[config.mk]
export PLATFORM = sky130hd
export DESIGN_NAME = mmio_timer_gpio_flat
export DESIGN_NICKNAME = d
export VERILOG_FILES = /design/src/rtl/mmio_timer_gpio_if.sv /design/src/rtl/mmio_timer_gpio.sv /design/src/flat_wrapper.sv
export SDC_FILE = /design/constraint.sdc
export NUM_CORES = 1
export LEC_CHECK = 0
export CAP_MARGIN = 5
export CORE_MARGIN = 4
export CORE_UTILIZATION = 45
export DETAILED_ROUTE_END_ITERATION = 8
export PLACE_DENSITY = 0.67
export SKIP_CTS_REPAIR_TIMING = 1
export SLEW_MARGIN = 20
export SYNTH_ARGS = -nofsm -noshare
export SYNTH_HDL_FRONTEND = slang
export SYNTH_SLANG_ARGS = --single-unit
[constraint.sdc]
create_clock -name clk -period 3.15 [get_ports clk]
set_input_delay 0.63 -clock clk [delete_from_list [all_inputs] [get_ports clk]]
set_output_delay 0.63 -clock clk [all_outputs]
set_load 0.02 [all_outputs]
[src/rtl/mmio_timer_gpio_if.sv]
// Data-memory port bundle between the CPU store/load path and the
// timer/GPIO peripheral. The CPU drives the request; the peripheral
// answers with combinational load data and an address-hit flag.
interface mmio_timer_gpio_if;
  logic        we;
  logic [31:0] addr;
  logic [31:0] wr_data;
  logic [31:0] rd_data;
  logic        hit;

  modport master (
    output we,
    output addr,
    output wr_data,
    input  rd_data,
    input  hit
  );

  modport slave (
    input  we,
    input  addr,
    input  wr_data,
    output rd_data,
    output hit
  );
endinterface

[src/rtl/mmio_timer_gpio.sv]
// Memory-mapped timer + GPIO peripheral.
// 32-byte register window: CTRL, COUNT, COMPARE, STATUS, GPIO_OUT, GPIO_IN.
// Prescaled 32-bit up-counter with compare match, sticky W1C match flag,
// level interrupt from flops, and a synchronized GPIO input path.
// Reads are combinational; writes and timer state update on the rising edge.
module mmio_timer_gpio #(
  parameter logic [31:0] BASE_ADDR = 32'h0000_8000,
  parameter int          GPIO_W    = 8
) (
  input  logic              clk,
  input  logic              rst_n,
  mmio_timer_gpio_if.slave  bus,
  input  logic [GPIO_W-1:0] gpio_in,
  output logic [GPIO_W-1:0] gpio_out,
  output logic              irq
);

  localparam logic [2:0] OFF_CTRL    = 3'd0;
  localparam logic [2:0] OFF_COUNT   = 3'd1;
  localparam logic [2:0] OFF_COMPARE = 3'd2;
  localparam logic [2:0] OFF_STATUS  = 3'd3;
  localparam logic [2:0] OFF_GPIO_O  = 3'd4;
  localparam logic [2:0] OFF_GPIO_I  = 3'd5;

  // Register state
  logic              en_reg;
  logic              auto_reload_reg;
  logic              irq_en_reg;
  logic [7:0]        prescale_reg;
  logic [7:0]        pre_cnt_reg;
  logic [31:0]       count_reg;
  logic [31:0]       compare_reg;
  logic              match_reg;
  logic              irq_reg;
  logic [GPIO_W-1:0] gpio_out_reg;
  logic [GPIO_W-1:0] gpio_meta_reg;
  logic [GPIO_W-1:0] gpio_sync_reg;

  // Address decode
  logic       hit_w;
  logic [2:0] sel;
  logic       wr_en;
  logic       ctrl_wr;
  logic       count_wr;
  logic       compare_wr;
  logic       status_wr;
  logic       gpio_out_wr;
  logic       tick;
  logic       count_match;
  logic       unused_addr_bits;

  assign hit_w       = (bus.addr[31:5] == BASE_ADDR[31:5]);
  assign sel         = bus.addr[4:2];
  assign wr_en       = bus.we & hit_w;
  assign ctrl_wr     = wr_en && (sel == OFF_CTRL);
  assign count_wr    = wr_en && (sel == OFF_COUNT);
  assign compare_wr  = wr_en && (sel == OFF_COMPARE);
  assign status_wr   = wr_en && (sel == OFF_STATUS);
  assign gpio_out_wr = wr_en && (sel == OFF_GPIO_O);

  // Byte-lane bits of the address carry no meaning for word registers.
  assign unused_addr_bits = &{1'b0, bus.addr[1:0]};

  // A CTRL write that clears EN suppresses a tick that would otherwise fire
  // on the same edge, so the counter stops exactly where software left it.
  assign tick        = en_reg && (pre_cnt_reg == prescale_reg) &&
                       !(ctrl_wr && !bus.wr_data[0]);
  assign count_match = (count_reg == compare_reg);

  // CTRL fields
  always_ff @(posedge clk) begin
    if (!rst_n) begin
      en_reg          <= 1'b0;
      auto_reload_reg <= 1'b0;
      irq_en_reg      <= 1'b0;
      prescale_reg    <= 8'd0;
    end else if (ctrl_wr) begin
      en_reg          <= bus.wr_data[0];
      auto_reload_reg <= bus.wr_data[1];
      irq_en_reg      <= bus.wr_data[2];
      prescale_reg    <= bus.wr_data[15:8];
    end
  end

  // Prescaler: counts 0..PRESCALE while enabled, restarts on any CTRL write
  always_ff @(posedge clk) begin
    if (!rst_n) begin
      pre_cnt_reg <= 8'd0;
    end else if (ctrl_wr || !en_reg || (pre_cnt_reg == prescale_reg)) begin
      pre_cnt_reg <= 8'd0;
    end else begin
      pre_cnt_reg <= pre_cnt_reg + 8'd1;
    end
  end

  // Counter: software load has priority over a tick on the same edge
  always_ff @(posedge clk) begin
    if (!rst_n) begin
      count_reg <= 32'd0;
    end else if (count_wr) begin
      count_reg <= bus.wr_data;
    end else if (tick) begin
      if (count_match && auto_reload_reg) begin
        count_reg <= 32'd0;
      end else begin
        count_reg <= count_reg + 32'd1;
      end
    end
  end

  // COMPARE register; a same-edge tick compares against the old value
  always_ff @(posedge clk) begin
    if (!rst_n) begin
      compare_reg <= 32'hFFFF_FFFF;
    end else if (compare_wr) begin
      compare_reg <= bus.wr_data;
    end
  end

  // Sticky MATCH flag: a new match beats a concurrent write-1-to-clear
  always_ff @(posedge clk) begin
    if (!rst_n) begin
      match_reg <= 1'b0;
    end else if (tick && !count_wr && count_match) begin
      match_reg <= 1'b1;
    end else if (status_wr && bus.wr_data[0]) begin
      match_reg <= 1'b0;
    end
  end

  // Interrupt line registered from the flag and enable flops
  always_ff @(posedge clk) begin
    if (!rst_n) begin
      irq_reg <= 1'b0;
    end else begin
      irq_reg <= match_reg & irq_en_reg;
    end
  end

  // GPIO output register and two-stage input synchronizer
  always_ff @(posedge clk) begin
    if (!rst_n) begin
      gpio_out_reg  <= '0;
      gpio_meta_reg <= '0;
      gpio_sync_reg <= '0;
    end else begin
      if (gpio_out_wr) begin
        gpio_out_reg <= bus.wr_data[GPIO_W-1:0];
      end
      gpio_meta_reg <= gpio_in;
      gpio_sync_reg <= gpio_meta_reg;
    end
  end

  // Combinational load-data mux; zero outside the window and in holes
  logic [31:0] rd_data_next;
  always_comb begin
    rd_data_next = 32'd0;
    if (hit_w) begin
      case (sel)
        OFF_CTRL:    rd_data_next = {16'd0, prescale_reg, 5'd0,
                                     irq_en_reg, auto_reload_reg, en_reg};
        OFF_COUNT:   rd_data_next = count_reg;
        OFF_COMPARE: rd_data_next = compare_reg;
        OFF_STATUS:  rd_data_next = {30'd0, en_reg, match_reg};
        OFF_GPIO_O:  rd_data_next = 32'(gpio_out_reg);
        OFF_GPIO_I:  rd_data_next = 32'(gpio_sync_reg);
        default:     rd_data_next = 32'd0;
      endcase
    end
  end

  assign bus.rd_data = rd_data_next;
  assign bus.hit     = hit_w;
  assign gpio_out    = gpio_out_reg;
  assign irq         = irq_reg;

endmodule

[src/flat_wrapper.sv]
// flat-port wrapper written by rule: the top's interface ports become plain ports
module mmio_timer_gpio_flat 
#(
  parameter logic [31:0] BASE_ADDR = 32'h0000_8000,
  parameter int          GPIO_W    = 8
)
  (clk, rst_n, gpio_in, gpio_out, irq, bus_we, bus_addr, bus_wr_data, bus_rd_data, bus_hit);
  mmio_timer_gpio_if bus_i ();
  input  logic clk;
  input  logic rst_n;
  input  logic [GPIO_W-1:0] gpio_in;
  output logic [GPIO_W-1:0] gpio_out;
  output logic irq;
  input wire logic [$bits(bus_i.we)-1:0] bus_we;
  input wire logic [$bits(bus_i.addr)-1:0] bus_addr;
  input wire logic [$bits(bus_i.wr_data)-1:0] bus_wr_data;
  output wire logic [$bits(bus_i.rd_data)-1:0] bus_rd_data;
  output wire logic [$bits(bus_i.hit)-1:0] bus_hit;
  assign bus_i.we = bus_we;
  assign bus_i.addr = bus_addr;
  assign bus_i.wr_data = bus_wr_data;
  assign bus_rd_data = bus_i.rd_data;
  assign bus_hit = bus_i.hit;
  mmio_timer_gpio #(.BASE_ADDR(BASE_ADDR), .GPIO_W(GPIO_W)) u_core (.clk(clk), .rst_n(rst_n), .bus(bus_i), .gpio_in(gpio_in), .gpio_out(gpio_out), .irq(irq));
endmodule
# After elaboration in Yosys (flattened, before gate mapping)
# Cells that the tools add are included.
# totals
in_bits,75
elab_cells,54
reg_bits,109
output_inout_bits,42
# classes
n_reduce_logical,22
addsub,2
eq_ne,8
n_bitwise,3
mux,7
# ops
cell,n
$pmux 32 s6,1
$mux 32,4
$add 32x1->32 const B,1
$eq 32x32->1,1
$eq 27x11->1 const B,1
$logic_and 1x1->1,12
$add 8x1->8 const B,1
$eq 8x8->1,1
$eq 3x2->1 const B,2
$eq 3x3->1 const B,2
$logic_not 1->1,4
$reduce_bool 2->1,2
$eq 3x1->1 const B,1
$logic_not 3->1,1
$and 1x1->1,2
$logic_or 1x1->1,2
$mux 1,2
$reduce_or 2->1,1
$not 1->1,1

# Longest topological paths before layout
# Gate-level depths: netlist of run 1.
# logic_depth
ltp_word,9
ltp_mapped,10
mapped_depth_nobuf,9

# Least setup slack after synthesis of run 1
# No wires, ideal clock.
# synth_timing
kind,input to output
from,input bus_addr[3]
to,output bus_rd_data[4]
t_required_ns,2.520
arrival_ns,2.348
n_path_buf,3
slack_ns,0.172
stages,7
cell_sequence,buf_2 > nor2b_1 > nor2b_1 > clkbuf_1 > clkbuf_1 > nand2_1 > a21oi_1
# synth_between
elab_chain_len,3
elab_cells_between_ends,8
classes_between,eq/ne: 5; mux: 2; reduce/logical: 1
# synth_rtl
item,line_no,text
from (decl),flat_wrapper.sv:15,input wire logic [$bits(bus_i.addr)-1:0] bus_addr;
$eq 3x3->1 (tied with other cells),mmio_timer_gpio.sv:160,case (sel)
$pmux 32 s6 *,mmio_timer_gpio.sv:160,
$mux 32 *,mmio_timer_gpio.sv:159,if (hit_w) begin
to (decl),flat_wrapper.sv:17,output wire logic [$bits(bus_i.rd_data)-1:0] bus_rd_data;
# Mark *: on every way between the ends. The rest lies on a longest branch, timed or not.

# Final worst setup path of run 1
# layout_timing
from,input bus_addr[24]
to,output bus_rd_data[11]
# layout_between
elab_chain_len,2
# layout_rtl
item,line_no,text
$eq 27x11->1,mmio_timer_gpio.sv:52,assign hit_w = (bus.addr[31:5] == BASE_ADDR[31:5]);
$mux 32,mmio_timer_gpio.sv:159,
# No other way between the ends.

==> summary.md, run 1 <==
| Metric | Value |
|---|---|
| Reg2Reg Depth | `8` |
| Die Ht | `124 um` |
| Most area-consuming cells after synthesis | `sky130_fd_sc_hd__dfxtp_1, sky130_fd_sc_hd__nand2_1, sky130_fd_sc_hd__xnor2_1` |
| Commonest cells after routing, fill and taps aside | `sky130_fd_sc_hd__nand2_1, sky130_fd_sc_hd__dfxtp_1, sky130_fd_sc_hd__clkdlybuf4s50_1, sky130_fd_sc_hd__nor2_1` |
| Worst voltage drop across the vdd grid | `0.397 mV` |
| CTS max path bufs | `2` |
| Switching pwr | `638 uW` |
| Utilization after layout | `0.615` |
| Post-Place Setup Slack | `-0.446 ns` |
| Sequential cell area | `between 0.002 and 0.0025 mm^2` |
| Cell count of the worst hold path | `1` |
| Yosys reg bits | `about 110` |
| Die X | `about 120 um` |
| Max-Slew Margin vs Limit | `0.388` |
| Final net count | `967` |
| Wire length of the first global-routing pass | `between 20,000 and 30,000 um` |
| Placed Cells | `1,050` |
| Summed negative setup slack over all endpoints | `0 ns` |
| Routed WL per cell | `approximately 17 um` |
| Ratio of cells with drive above 1 in the final layout | `0.142` |
| Number of antenna diodes | `0` |
| Number of search-and-repair iterations in the first detailed-routing pass | `5` |
| Category of the critical setup timing path | `input port to output port` |
| Root buf cell | `sky130_fd_sc_hd__clkbuf_16` |
| Critical path launch point type | `input port` |
| Most common cell after layout, fill and taps aside | `sky130_fd_sc_hd__nand2_1` |
| Fraction of synthesized cell area taken by the top area cell type | `0.363` |
| Cell area after technology mapping | `~0.006 mm^2` |
| Die area | `~0.015 mm^2` |
| Proportion of synthesized chip area in sequential cells | `0.363` |
| Post-route cell area | `around 0.0079 mm^2` |
| Clock slew seen by the registers of the worst setup and hold paths | `~0.070 ns` |
| Number of enable-type register cells in the synthesized netlist | `0` |
| Post-detailed-routing wire length | `between 15,000 and 20,000 um` |
| Fraction of power consumed by sequential logic | `0.495` |
| Tcrit/Tclk final | `0.984` |
| Kind of capture point of the worst setup path | `output port` |
| Post-detail-place hpwl | `roughly 14,000 um` |
| CTS tree | `yes` |
| Total CTS buffers | `9` |
| Placeable core area | `roughly 0.013 mm^2` |
| Fin worst setup slack | `slightly above 0.05 ns` |
| Crit path time final | `approximately 3.1 ns` |
| Ys flop type | `sky130_fd_sc_hd__dfxtp_1` |
| Maximum capacitance violations | `0` |
| Number of levels the H-tree was split into | `3` |
| Count of synthesis-stage warnings from yosys | `0` |
| Share of async-settable or async-resettable flops after synthesis | `0` |
| Filler Cells Inserted | `~1,200` |
| Leakage power figure | `3.02 nW` |
| Crit-path max FO | `7` |
| Number of instances in the synthesized netlist | `between 700 and 800` |
| Synth-to-layout area growth | `31.6%` |
| Type of the tightest min-delay check | `flip-flop to flip-flop` |
| Combinational share of power | `0.085` |
| Power density over the cells | `between 300 and 400 mW/mm^2` |
| Data arrival time at the worst-slack endpoint | `around 2.5 ns` |
| Critical Path RT | `between 2 and 3 ns` |
| Total count of hold-check failures in the final report | `0` |
| Row cnt | `around 40` |
| Global-route usage over all layers | `0.248` |
| Cell accounting for the most synthesized area | `sky130_fd_sc_hd__dfxtp_1` |
| Final estimated routing congestion in global placement | `roughly 0.88` |
| Buffers on Ports | `about 110` |
| Area taken by multi-input logic gates | `~0.0036 mm^2` |
| Placed Instance Area | `around 0.0076 mm^2` |
| Largest net degree at the start of global routing | `between 60 and 70` |
| Vias | `6,079` |
| Initial cell density of the core | `0.467` |
| Switching part of the total power | `0.228` |
| Result of the run | `finished clean` |
| Number of top-level design ports | `around 120` |
| Design internal power | `between 2 and 2.5 mW` |
| Number of antenna violations at the first check in global routing | `0` |
| Number of sinks on the clock net | `approximately 110` |
| Final setup violation count | `0` |
| Number of max-slew violations in the final report | `0` |
| Transition time of the tightest slew-check pin | `around 0.9 ns` |
| Ratio of routed vias to standard cells | `about 5.7` |
| Max Fclk | `approximately 320 MHz` |
| Remaining antenna violation count after routing | `0` |
| Clock latency of the later-clocked register in the worst-skew pair | `0.36 ns` |
| DRC viols | `0` |
| Mean area per synthesized cell | `approximately 7.8 um^2` |
| Number of DRC markers in iteration 0 | `555` |
| Number of standard cells in the final layout excluding fillers | `about 1,100` |
| Relative contribution of the clock network to total power | `0.420` |
| Vias in the first global route | `5,843` |
| Gr ovfl total | `0` |
| Distinct cells, synth | `roughly 50` |
| Synth Net Count | `851` |
| Clock tree skew after final layout | `about 0.0068 ns` |
[per-stage QoR]
stage,hold WS [ns],power [mW]
2_1_floorplan,0.412,1.50
3_3_place_gp,0.419,1.65
3_5_place_dp,0.420,1.65
4_1_cts,0.438,2.82
5_1_grt,0.448,2.91
6_report,0.433,2.80
[layout make-up]
| class | count | share of cell area |
|---|---|---|
| inverter | 5 | 0.00269 |
| sequential | 109 | 0.276 |
| clock inverter | 6 | 0.00869 |
| tap | 172 | 0.0272 |
| timing repair buffer | 165 | 0.197 |
| multi-input combinational | 600 | 0.459 |
| clock buffer | 10 | 0.0302 |
[critical path: stages]
cell and delay (ns):
sky130_fd_sc_hd__clkdlybuf4s50_1 0.42, sky130_fd_sc_hd__nor4_2 0.29, sky130_fd_sc_hd__nand4_1 0.20, sky130_fd_sc_hd__nor2_2 0.19, sky130_fd_sc_hd__nand2_2 0.10, sky130_fd_sc_hd__inv_4 0.09, sky130_fd_sc_hd__nand2b_4 0.06, sky130_fd_sc_hd__buf_6 0.14
sky130_fd_sc_hd__buf_6 0.12, sky130_fd_sc_hd__nor2_4 0.10, sky130_fd_sc_hd__buf_6 0.13
[cells in the mapped netlist, types with 20 or more instances]
| library cell | n |
|---|---|
| sky130_fd_sc_hd__mux2i_1 | 20 |
| sky130_fd_sc_hd__and2_1 | 21 |
| sky130_fd_sc_hd__nand2_1 | 132 |
| sky130_fd_sc_hd__clkbuf_1 | 38 |
| sky130_fd_sc_hd__a22oi_1 | 24 |
| sky130_fd_sc_hd__a31oi_1 | 28 |
| sky130_fd_sc_hd__nor2_1 | 65 |
| sky130_fd_sc_hd__o21ai_0 | 43 |
| sky130_fd_sc_hd__dfxtp_1 | 109 |
| sky130_fd_sc_hd__xnor2_1 | 34 |
| sky130_fd_sc_hd__nand3_1 | 52 |
| sky130_fd_sc_hd__a21oi_1 | 20 |
[power groups by stage]
stage | combinational, mW | clock, mW | sequential, mW
2_1_floorplan | 0.0817 | 0 | 1.42
3_3_place_gp | 0.228 | 0 | 1.42
3_5_place_dp | 0.230 | 0 | 1.42
4_1_cts | 0.231 | 1.21 | 1.39
5_1_grt | 0.255 | 1.26 | 1.39
6_report | 0.238 | 1.18 | 1.39
[final timing paths]
| path | startpoint | endpoint | slack (ns) |
|---|---|---|---|
| max | bus_addr[24] | bus_rd_data[11] | 0.05 |
| min | u_core.gpio_meta_reg[3]$_SDFF_PN0_ | u_core.gpio_sync_reg[3]$_SDFF_PN0_ | 0.43 |
| max reg2reg | u_core.count_reg[30]$_SDFFE_PN0P_ | u_core.count_reg[10]$_SDFFE_PN0P_ | 0.63 |
| min reg2reg | u_core.gpio_meta_reg[3]$_SDFF_PN0_ | u_core.gpio_sync_reg[3]$_SDFF_PN0_ | 0.43 |
[per-layer routing]
layer	routed length (um)	share of wire	GRT usage	up-vias
li1	-	-	-	2951
met4	468	0.025	0.0817	0
met3	1080	0.058	0.0495	37
met2	9020	0.48	0.408	208
met5	0	0	0	-
met1	8090	0.43	0.326	2883
[cells by family after synthesis]
family	synth area share
xor gates and xnor gates	0.0684
and+or+nand+nor	0.297
adders and majority gates	0.00416
buffers and inverters	0.0480
AOI/OAI and AO/OA	0.179
DFF	0.363
muxes	0.0408
Note: power is estimated with default switching activity, not from simulation.
==> inputs of run 2 (changes only) <==
clock period = 3.74 ns   (was 3.15 ns; I/O delays follow)
==> run 2 against run 1 <==
Effect of this change: sequential power shrank 16%; final area fell by 1.2%; total power shrank 15%; setup slack gained 0.10 ns; count of clock-buffer cells in the layout shrank 1; die area stayed put; final cell count shrank 1.3%; non-clock buffer count down 14; flip-flop and latch count unchanged; critical path type unchanged; critical endpoint is now bus_rd_data[0]; largest power group unchanged.
==> summary.md, run 2 (synthesized netlist as in run 1, its figures left out) <==
| Metric | Value |
|---|---|
| Number of levels the H-tree was split into | `3` |
| Clock tree skew after final layout | `around 0.0080 ns` |
| Routed WL per cell | `18.1 um` |
| Number of standard cells in the final layout excluding fillers | `1,053` |
| Number of gates on the worst path with buffers counted | `8` |
| Number of search-and-repair iterations in the first detailed-routing pass | `5` |
| Vias in the first global route | `5,955` |
| Crit path time final | `between 3 and 4 ns` |
| Die Ht | `between 100 and 150 um` |
| Family with the most delay on the worst path | `buffers and inverters` |
| Critical register-to-register path endpoint | `u_core.count_reg[1]$_SDFFE_PN0P_` |
| CTS max path bufs | `2` |
| Post-detail-place hpwl | `around 14,000 um` |
| Maximum capacitance violations | `0` |
| Initial cell density of the core | `0.467` |
| Category of the critical setup timing path | `input port to output port` |
| Post-Place Setup Slack | `-0.129 ns` |
| Library cell contributing the largest single delay on the critical path | `sky130_fd_sc_hd__clkdlybuf4s50_1` |
| Max Fclk | `279 MHz` |
| Transition time of the tightest slew-check pin | `between 0.9 and 1 ns` |
| Fin worst setup slack | `~0.15 ns` |
| Root buf cell | `sky130_fd_sc_hd__clkbuf_16` |
| Slowest stage delay, CP | `0.56 ns` |
| Post-detailed-routing wire length | `19,100 um` |
| Die X | `124 um` |
| Crit-path max FO | `7` |
| Summed negative setup slack over all endpoints | `0 ns` |
| Leakage power figure | `around 3.3 nW` |
| Reg2Reg Launch Point | `u_core.count_reg[20]$_SDFFE_PN0P_` |
| Ratio of cells with drive above 1 in the final layout | `0.0795` |
| Final-layout worst hold slack | `between 0.4 and 0.5 ns` |
| Commonest cells after routing, fill and taps aside | `sky130_fd_sc_hd__nand2_1, sky130_fd_sc_hd__dfxtp_1, sky130_fd_sc_hd__clkdlybuf4s50_1, sky130_fd_sc_hd__nor2_1, sky130_fd_sc_hd__nand3_1` |
| Vias | `6,078` |
| Critical Path RT | `between 2 and 3 ns` |
| Clock latency of the later-clocked register in the worst-skew pair | `roughly 0.36 ns` |
| Cell count of the worst hold path | `1` |
| Total CTS buffers | `9` |
| Placeable core area | `between 0.01 and 0.015 mm^2` |
| Buffers on Ports | `114` |
| RSZ-0062 raised after global routing | `false` |
| Number of DRC markers in iteration 0 | `520` |
| Worst hold path endpoint | `u_core.gpio_sync_reg[0]$_SDFF_PN0_` |
| Number of top-level design ports | `between 100 and 150` |
| Row cnt | `41` |
| CTS tree | `yes` |
| Placed Instance Area | `about 0.0074 mm^2` |
| Remaining antenna violation count after routing | `0` |
| Slack of the worst reg-to-reg path | `around 1.1 ns` |
| Placed Cells | `~1,000` |
| Most common cell after layout, fill and taps aside | `sky130_fd_sc_hd__nand2_1` |
| Max-Slew Margin vs Limit | `0.387` |
| Tcrit/Tclk final | `0.959` |
| Data arrival time at the worst-slack endpoint | `~2.8 ns` |
| Critical path, cell by cell | `clkdlybuf4s50_1 > buf_4 > nor2b_1 > a22oi_1 > nor2_1 > a221oi_1 > nor2_1 > clkdlybuf4s50_1` |
| Kind of capture point of the worst setup path | `output port` |
| Buffers & Inverters on Critical Path | `3` |
| Worst voltage drop across the vdd grid | `0.431 mV` |
| Clock slew seen by the registers of the worst setup and hold paths | `approximately 0.080 ns` |
| Gr ovfl total | `0` |
| Critical path launch point type | `input port` |
| Final setup violation count | `0` |
| Result of the run | `finished clean` |
| Number of max-slew violations in the final report | `0` |
| Largest net degree at the start of global routing | `36` |
| Ratio of routed vias to standard cells | `5.77` |
| Final net count | `953` |
| Number of antenna violations at the first check in global routing | `0` |
| Power density over the cells | `just over 300 mW/mm^2` |
| Global-route usage over all layers | `0.255` |
| Post-route cell area | `0.00782 mm^2` |
| Wire length of the first global-routing pass | `just over 30,000 um` |
| Number of sinks on the clock net | `109` |
| Die area | `~0.015 mm^2` |
| Type of the tightest min-delay check | `flip-flop to flip-flop` |
| DRC viols | `0` |
| Worst hold start | `u_core.gpio_meta_reg[0]$_SDFF_PN0_` |
| Reg2Reg Depth | `8` |
| Total count of hold-check failures in the final report | `0` |
| Synth-to-layout area growth | `30.0%` |
| Number of antenna diodes | `0` |
| Final estimated routing congestion in global placement | `approximately 0.93` |
[run 2: changes by cell type in the layout (fill, tap and decap cells not counted), sizes merged]
cell,previous run,this run
buf,74,38
clkbuf,15,9
dlymetal6s2s,9,30
inv,7,8
clkdlybuf4s50,77,83
[run 2: power by group]
group / leakage [nW] / internal [mW] / switching (mW)
Sequential: 0.882 / 1.17 / 0.00192
Combinational: 2.27 / 0.108 / 0.0820
Clock: 0.151 / 0.537 / 0.492
Total: 3.30 / 1.81 / 0.576
[run 2: layer usage]
metal  track usage  up-vias  wire (um)  part of all wire
met5             0        -          0                 0
met1         0.331     2901       8090              0.42
li1              -     2915          -                 -
met2         0.427      224       9340              0.49
met3        0.0422       38       1150             0.060
met4        0.0955        0        531             0.028
[run 2: final cells by class]
| cell class | count | area [um^2] |
|---|---|---|
| fill | 1189 | 5060 |
| sequential | 109 | 2180 |
| multi-input combinational | 600 | 3550 |
| clock inverter | 7 | 91.3 |
| timing repair buffer | 151 | 1540 |
| tap | 172 | 215 |
| inverter | 5 | 18.8 |
| clock buffer | 9 | 225 |
[run 2: worst max path at each step]
stage,start,end
floorplan,bus_addr[3],bus_rd_data[4]
global placement,bus_addr[17],bus_rd_data[7]
detailed placement,bus_addr[17],bus_rd_data[7]
CTS,bus_addr[17],bus_rd_data[7]
global route,bus_addr[4],bus_rd_data[0]
finish,bus_addr[4],bus_rd_data[0]
[run 2: worst reg2reg max path: stages, from the launching register on]
cell and delay [ns]:
sky130_fd_sc_hd__dfxtp_1 0.38, sky130_fd_sc_hd__xnor2_1 0.32, sky130_fd_sc_hd__nand4_1 0.23, sky130_fd_sc_hd__nor4_2 0.58, sky130_fd_sc_hd__nand3_2 0.11, sky130_fd_sc_hd__buf_4 0.26
sky130_fd_sc_hd__nor2b_1 0.33, sky130_fd_sc_hd__a221oi_2 0.28, sky130_fd_sc_hd__nor2_1 0.07
[run 2: stage by stage]
stage	utilization	power [mW]
5_1_grt	0.607	2.46
2_1_floorplan	-	1.26
3_5_place_dp	0.577	1.39
4_1_cts	0.601	2.40
6_report	0.607	2.39
3_3_place_gp	0.577	1.38
==> inputs of run 3 (changes only) <==
ABC_AREA = 1   (was unset)
CORE_MARGIN = unset   (was 4)
PLACE_DENSITY = 0.66   (was 0.67)
==> run 3 against run 2 <==
Effect of this change: critical endpoint is now bus_rd_data[23]; sequential power about the same; highest routed layer unchanged; total power is 1.3% higher; area after synthesis increased by 11%; combinational power down 16%; register-to-register slack improved by 0.60 ns; final cell count is 23% higher.
==> summary.md, run 3 <==
| Metric | Value |
|---|---|
| Number of DRC markers in iteration 0 | `approximately 580` |
| Ratio of cells with drive above 1 in the final layout | `0.126` |
| Total count of hold-check failures in the final report | `0` |
| Total CTS buffers | `9` |
| Slowest stage delay, CP | `approximately 0.66 ns` |
| Mean area per synthesized cell | `between 6 and 7 um^2` |
| Placed Instance Area | `0.00796 mm^2` |
| Global-route usage over all layers | `0.268` |
| Transition time of the tightest slew-check pin | `~0.78 ns` |
| Number of enable-type register cells in the synthesized netlist | `0` |
| Most common cell after layout, fill and taps aside | `sky130_fd_sc_hd__nand2_1` |
| Category of the critical setup timing path | `input port to output port` |
| Commonest cells after routing, fill and taps aside | `sky130_fd_sc_hd__nand2_1, sky130_fd_sc_hd__dfxtp_1, sky130_fd_sc_hd__clkdlybuf4s50_1, sky130_fd_sc_hd__nor2_1, sky130_fd_sc_hd__nand3_1` |
| Vias in the first global route | `about 6,200` |
| Leading cell type by number of instances after synthesis | `sky130_fd_sc_hd__nand2_1` |
| Post-detailed-routing wire length | `a little under 20,000 um` |
| Die Ht | `between 100 and 150 um` |
| CTS max path bufs | `2` |
| Fraction of power consumed by sequential logic | `0.483` |
| Worst voltage drop across the vdd grid | `0.272 mV` |
| M1 wire length | `roughly 9400 um` |
| CTS tree | `yes` |
| Count of synthesis-stage warnings from yosys | `0` |
| Number of max-slew violations in the final report | `0` |
| Cell area after technology mapping | `between 0.006 and 0.007 mm^2` |
| Buffers on Ports | `about 110` |
| Switching part of the total power | `0.235` |
| DRC viols | `0` |
| Number of antenna diodes | `0` |
| Root buf cell | `sky130_fd_sc_hd__clkbuf_16` |
| Max Fclk | `275 MHz` |
| RSZ-0062 raised after global routing | `false` |
| Ys flop type | `sky130_fd_sc_hd__dfxtp_1` |
| Placed Cells | `1,280` |
| Design internal power | `~1.9 mW` |
| Power density over the cells | `a little under 300 mW/mm^2` |
| Post-route cell area | `0.00831 mm^2` |
| Remaining antenna violation count after routing | `0` |
| Crit path time final | `around 3.6 ns` |
| Die X | `approximately 120 um` |
| Routed WL per cell | `around 15 um` |
| Critical path, cell by cell | `clkdlybuf4s50_1 > inv_1 > nor2_1 > nand2_1 > nor2_1 > nand2_1 > nor2_8 > o21ai_2 > buf_12 > a21oi_1 > clkdlybuf4s50_1` |
| Result of the run | `finished clean` |
| Relative contribution of the clock network to total power | `0.450` |
| Data arrival time at the worst-slack endpoint | `between 2 and 3 ns` |
| Crit-path max FO | `20` |
| Cell accounting for the most synthesized area | `sky130_fd_sc_hd__dfxtp_1` |
| Synth cell count leaders | `sky130_fd_sc_hd__nand2_1, sky130_fd_sc_hd__dfxtp_1, sky130_fd_sc_hd__nor2_1` |
| Yosys reg bits | `about 110` |
| Synth-to-layout area growth | `24.1%` |
| Clock latency of the later-clocked register in the worst-skew pair | `approximately 0.37 ns` |
| Kind of capture point of the worst setup path | `output port` |
| Number of sinks on the clock net | `roughly 110` |
| Post-detail-place hpwl | `~14,000 um` |
| Library cell contributing the largest single delay on the critical path | `sky130_fd_sc_hd__clkdlybuf4s50_1` |
| Critical Path RT | `between 2 and 3 ns` |
| Maximum capacitance violations | `0` |
| Number of search-and-repair iterations in the first detailed-routing pass | `5` |
| Critical path launch point type | `input port` |
| Leakage power figure | `about 3.5 nW` |
| Final net count | `1,184` |
| Ratio of routed vias to standard cells | `roughly 5.1` |
| Highest layer used for signal routing | `met4` |
| Summed negative setup slack over all endpoints | `0 ns` |
| Number of standard cells in the final layout excluding fillers | `about 1,300` |
| Final estimated routing congestion in global placement | `around 0.91` |
| Placeable core area | `~0.015 mm^2` |
| Area taken by multi-input logic gates | `roughly 0.0037 mm^2` |
| Number of antenna violations at the first check in global routing | `0` |
| Filler Cells Inserted | `about 1,500` |
| Tcrit/Tclk final | `0.971` |
| Final setup violation count | `0` |
| Vias | `between 6,000 and 7,000` |
| Combinational share of power | `0.066` |
| Clock slew seen by the registers of the worst setup and hold paths | `roughly 0.070 ns` |
| Gr ovfl total | `0` |
| Largest net degree at the start of global routing | `44` |
| Synth Net Count | `1,102` |
| Type of the tightest min-delay check | `flip-flop to flip-flop` |
| Proportion of synthesized chip area in sequential cells | `0.326` |
| Fraction of synthesized cell area taken by the top area cell type | `0.326` |
| Max-Slew Margin vs Limit | `0.479` |
| Distinct cells, synth | `just over 40` |
| Number of top-level design ports | `117` |
| Detailed route wirelength on metal3 | `about 1000 um` |
| Share of async-settable or async-resettable flops after synthesis | `0` |
| Switching pwr | `roughly 570 uW` |
| Clock tree skew after final layout | `between 0.009 and 0.01 ns` |
| Wire length of the first global-routing pass | `around 32,000 um` |
| Met2 wire len | `roughly 9000 um` |
| Most area-consuming cells after synthesis | `sky130_fd_sc_hd__dfxtp_1, sky130_fd_sc_hd__nand2_1, sky130_fd_sc_hd__nand3_1` |
| Number of levels the H-tree was split into | `3` |
| Overall Power | `2.42 mW` |
| Number of instances in the synthesized netlist | `around 1,000` |
| Row cnt | `44` |
| Initial cell density of the core | `0.461` |
| Die area | `0.0154 mm^2` |
| Sequential cell area | `about 0.0022 mm^2` |
[run 3: changes by cell type in the layout (fill, tap and decap cells not counted), sizes merged, moves of 22 or more]
cell | before | now
nand3 | 53 | 108
nor2 | 65 | 106
a22oi | 24 | 2
a21oi | 20 | 57
inv | 8 | 125
o21ai | 43 | 8
nand2 | 132 | 317
[run 3: cell families (layout without fill, tap and decap cells)]
logic type / after synthesis / after routing / synth area share
XOR/XNOR: 56 / 56 / 0.0732
buffers and inverters: 188 / 275 / 0.117
adder cells (fa/ha/maj): 2 / 2 / 0.00374
flip-flops: 109 / 109 / 0.326
AO/OA/AOI/OAI: 105 / 105 / 0.106
AND/OR/NAND/NOR: 565 / 565 / 0.374
[run 3: metrics by stage]
stage | hold slack, ns | setup WS (ns) | util
floorplan | 0.390 | 0.958 | -
global placement | 0.395 | 0.0142 | 0.548
detailed placement | 0.399 | 0.0387 | 0.548
CTS | 0.417 | 0.0263 | 0.570
global route | 0.440 | 0.00306 | 0.572
finish | 0.414 | 0.107 | 0.572
[run 3: worst paths after layout]
kind / depth (start not counted) / startpoint / to / slack, ns
min reg2reg: 2 / u_core.gpio_meta_reg[0]$_SDFF_PN0_ / u_core.gpio_sync_reg[0]$_SDFF_PN0_ / 0.41
min: 2 / u_core.gpio_meta_reg[0]$_SDFF_PN0_ / u_core.gpio_sync_reg[0]$_SDFF_PN0_ / 0.41
max reg2reg: 11 / u_core.prescale_reg[7]$_SDFFE_PN0P_ / u_core.count_reg[23]$_SDFFE_PN0P_ / 1.67
max: 11 / bus_addr[15] / bus_rd_data[23] / 0.11
[run 3: critical path: cells and delay by family]
kind	cells	cell delay (ns)
buf+inv	4	1.35
simple gates	5	0.46
compound gates	2	0.32
[run 3: power by group through the flow]
stage	clock network, mW	logic (mW)	registers (mW)
after global routing	1.15	0.174	1.17
after detailed placement	0	0.160	1.20
after CTS	1.11	0.161	1.17
final	1.09	0.160	1.17
after global placement	0	0.160	1.20
after floorplan	0	0.0479	1.20
[run 3: final cells by class]
| cell class | count | area share |
|---|---|---|
| Clock buffer | 9 | 0.0271 |
| Sequential cell | 109 | 0.262 |
| Multi-Input combinational cell | 728 | 0.450 |
| Inverter | 126 | 0.0569 |
| Timing Repair Buffer | 133 | 0.163 |
| Clock inverter | 7 | 0.0128 |
| Tap cell | 184 | 0.0277 |
[run 3: metal layers]
layer,GRT usage,vias up
li1,-,3380
met1,0.373,3028
met2,0.420,200
met3,0.0449,23
met4,0.0811,0
met5,0,-
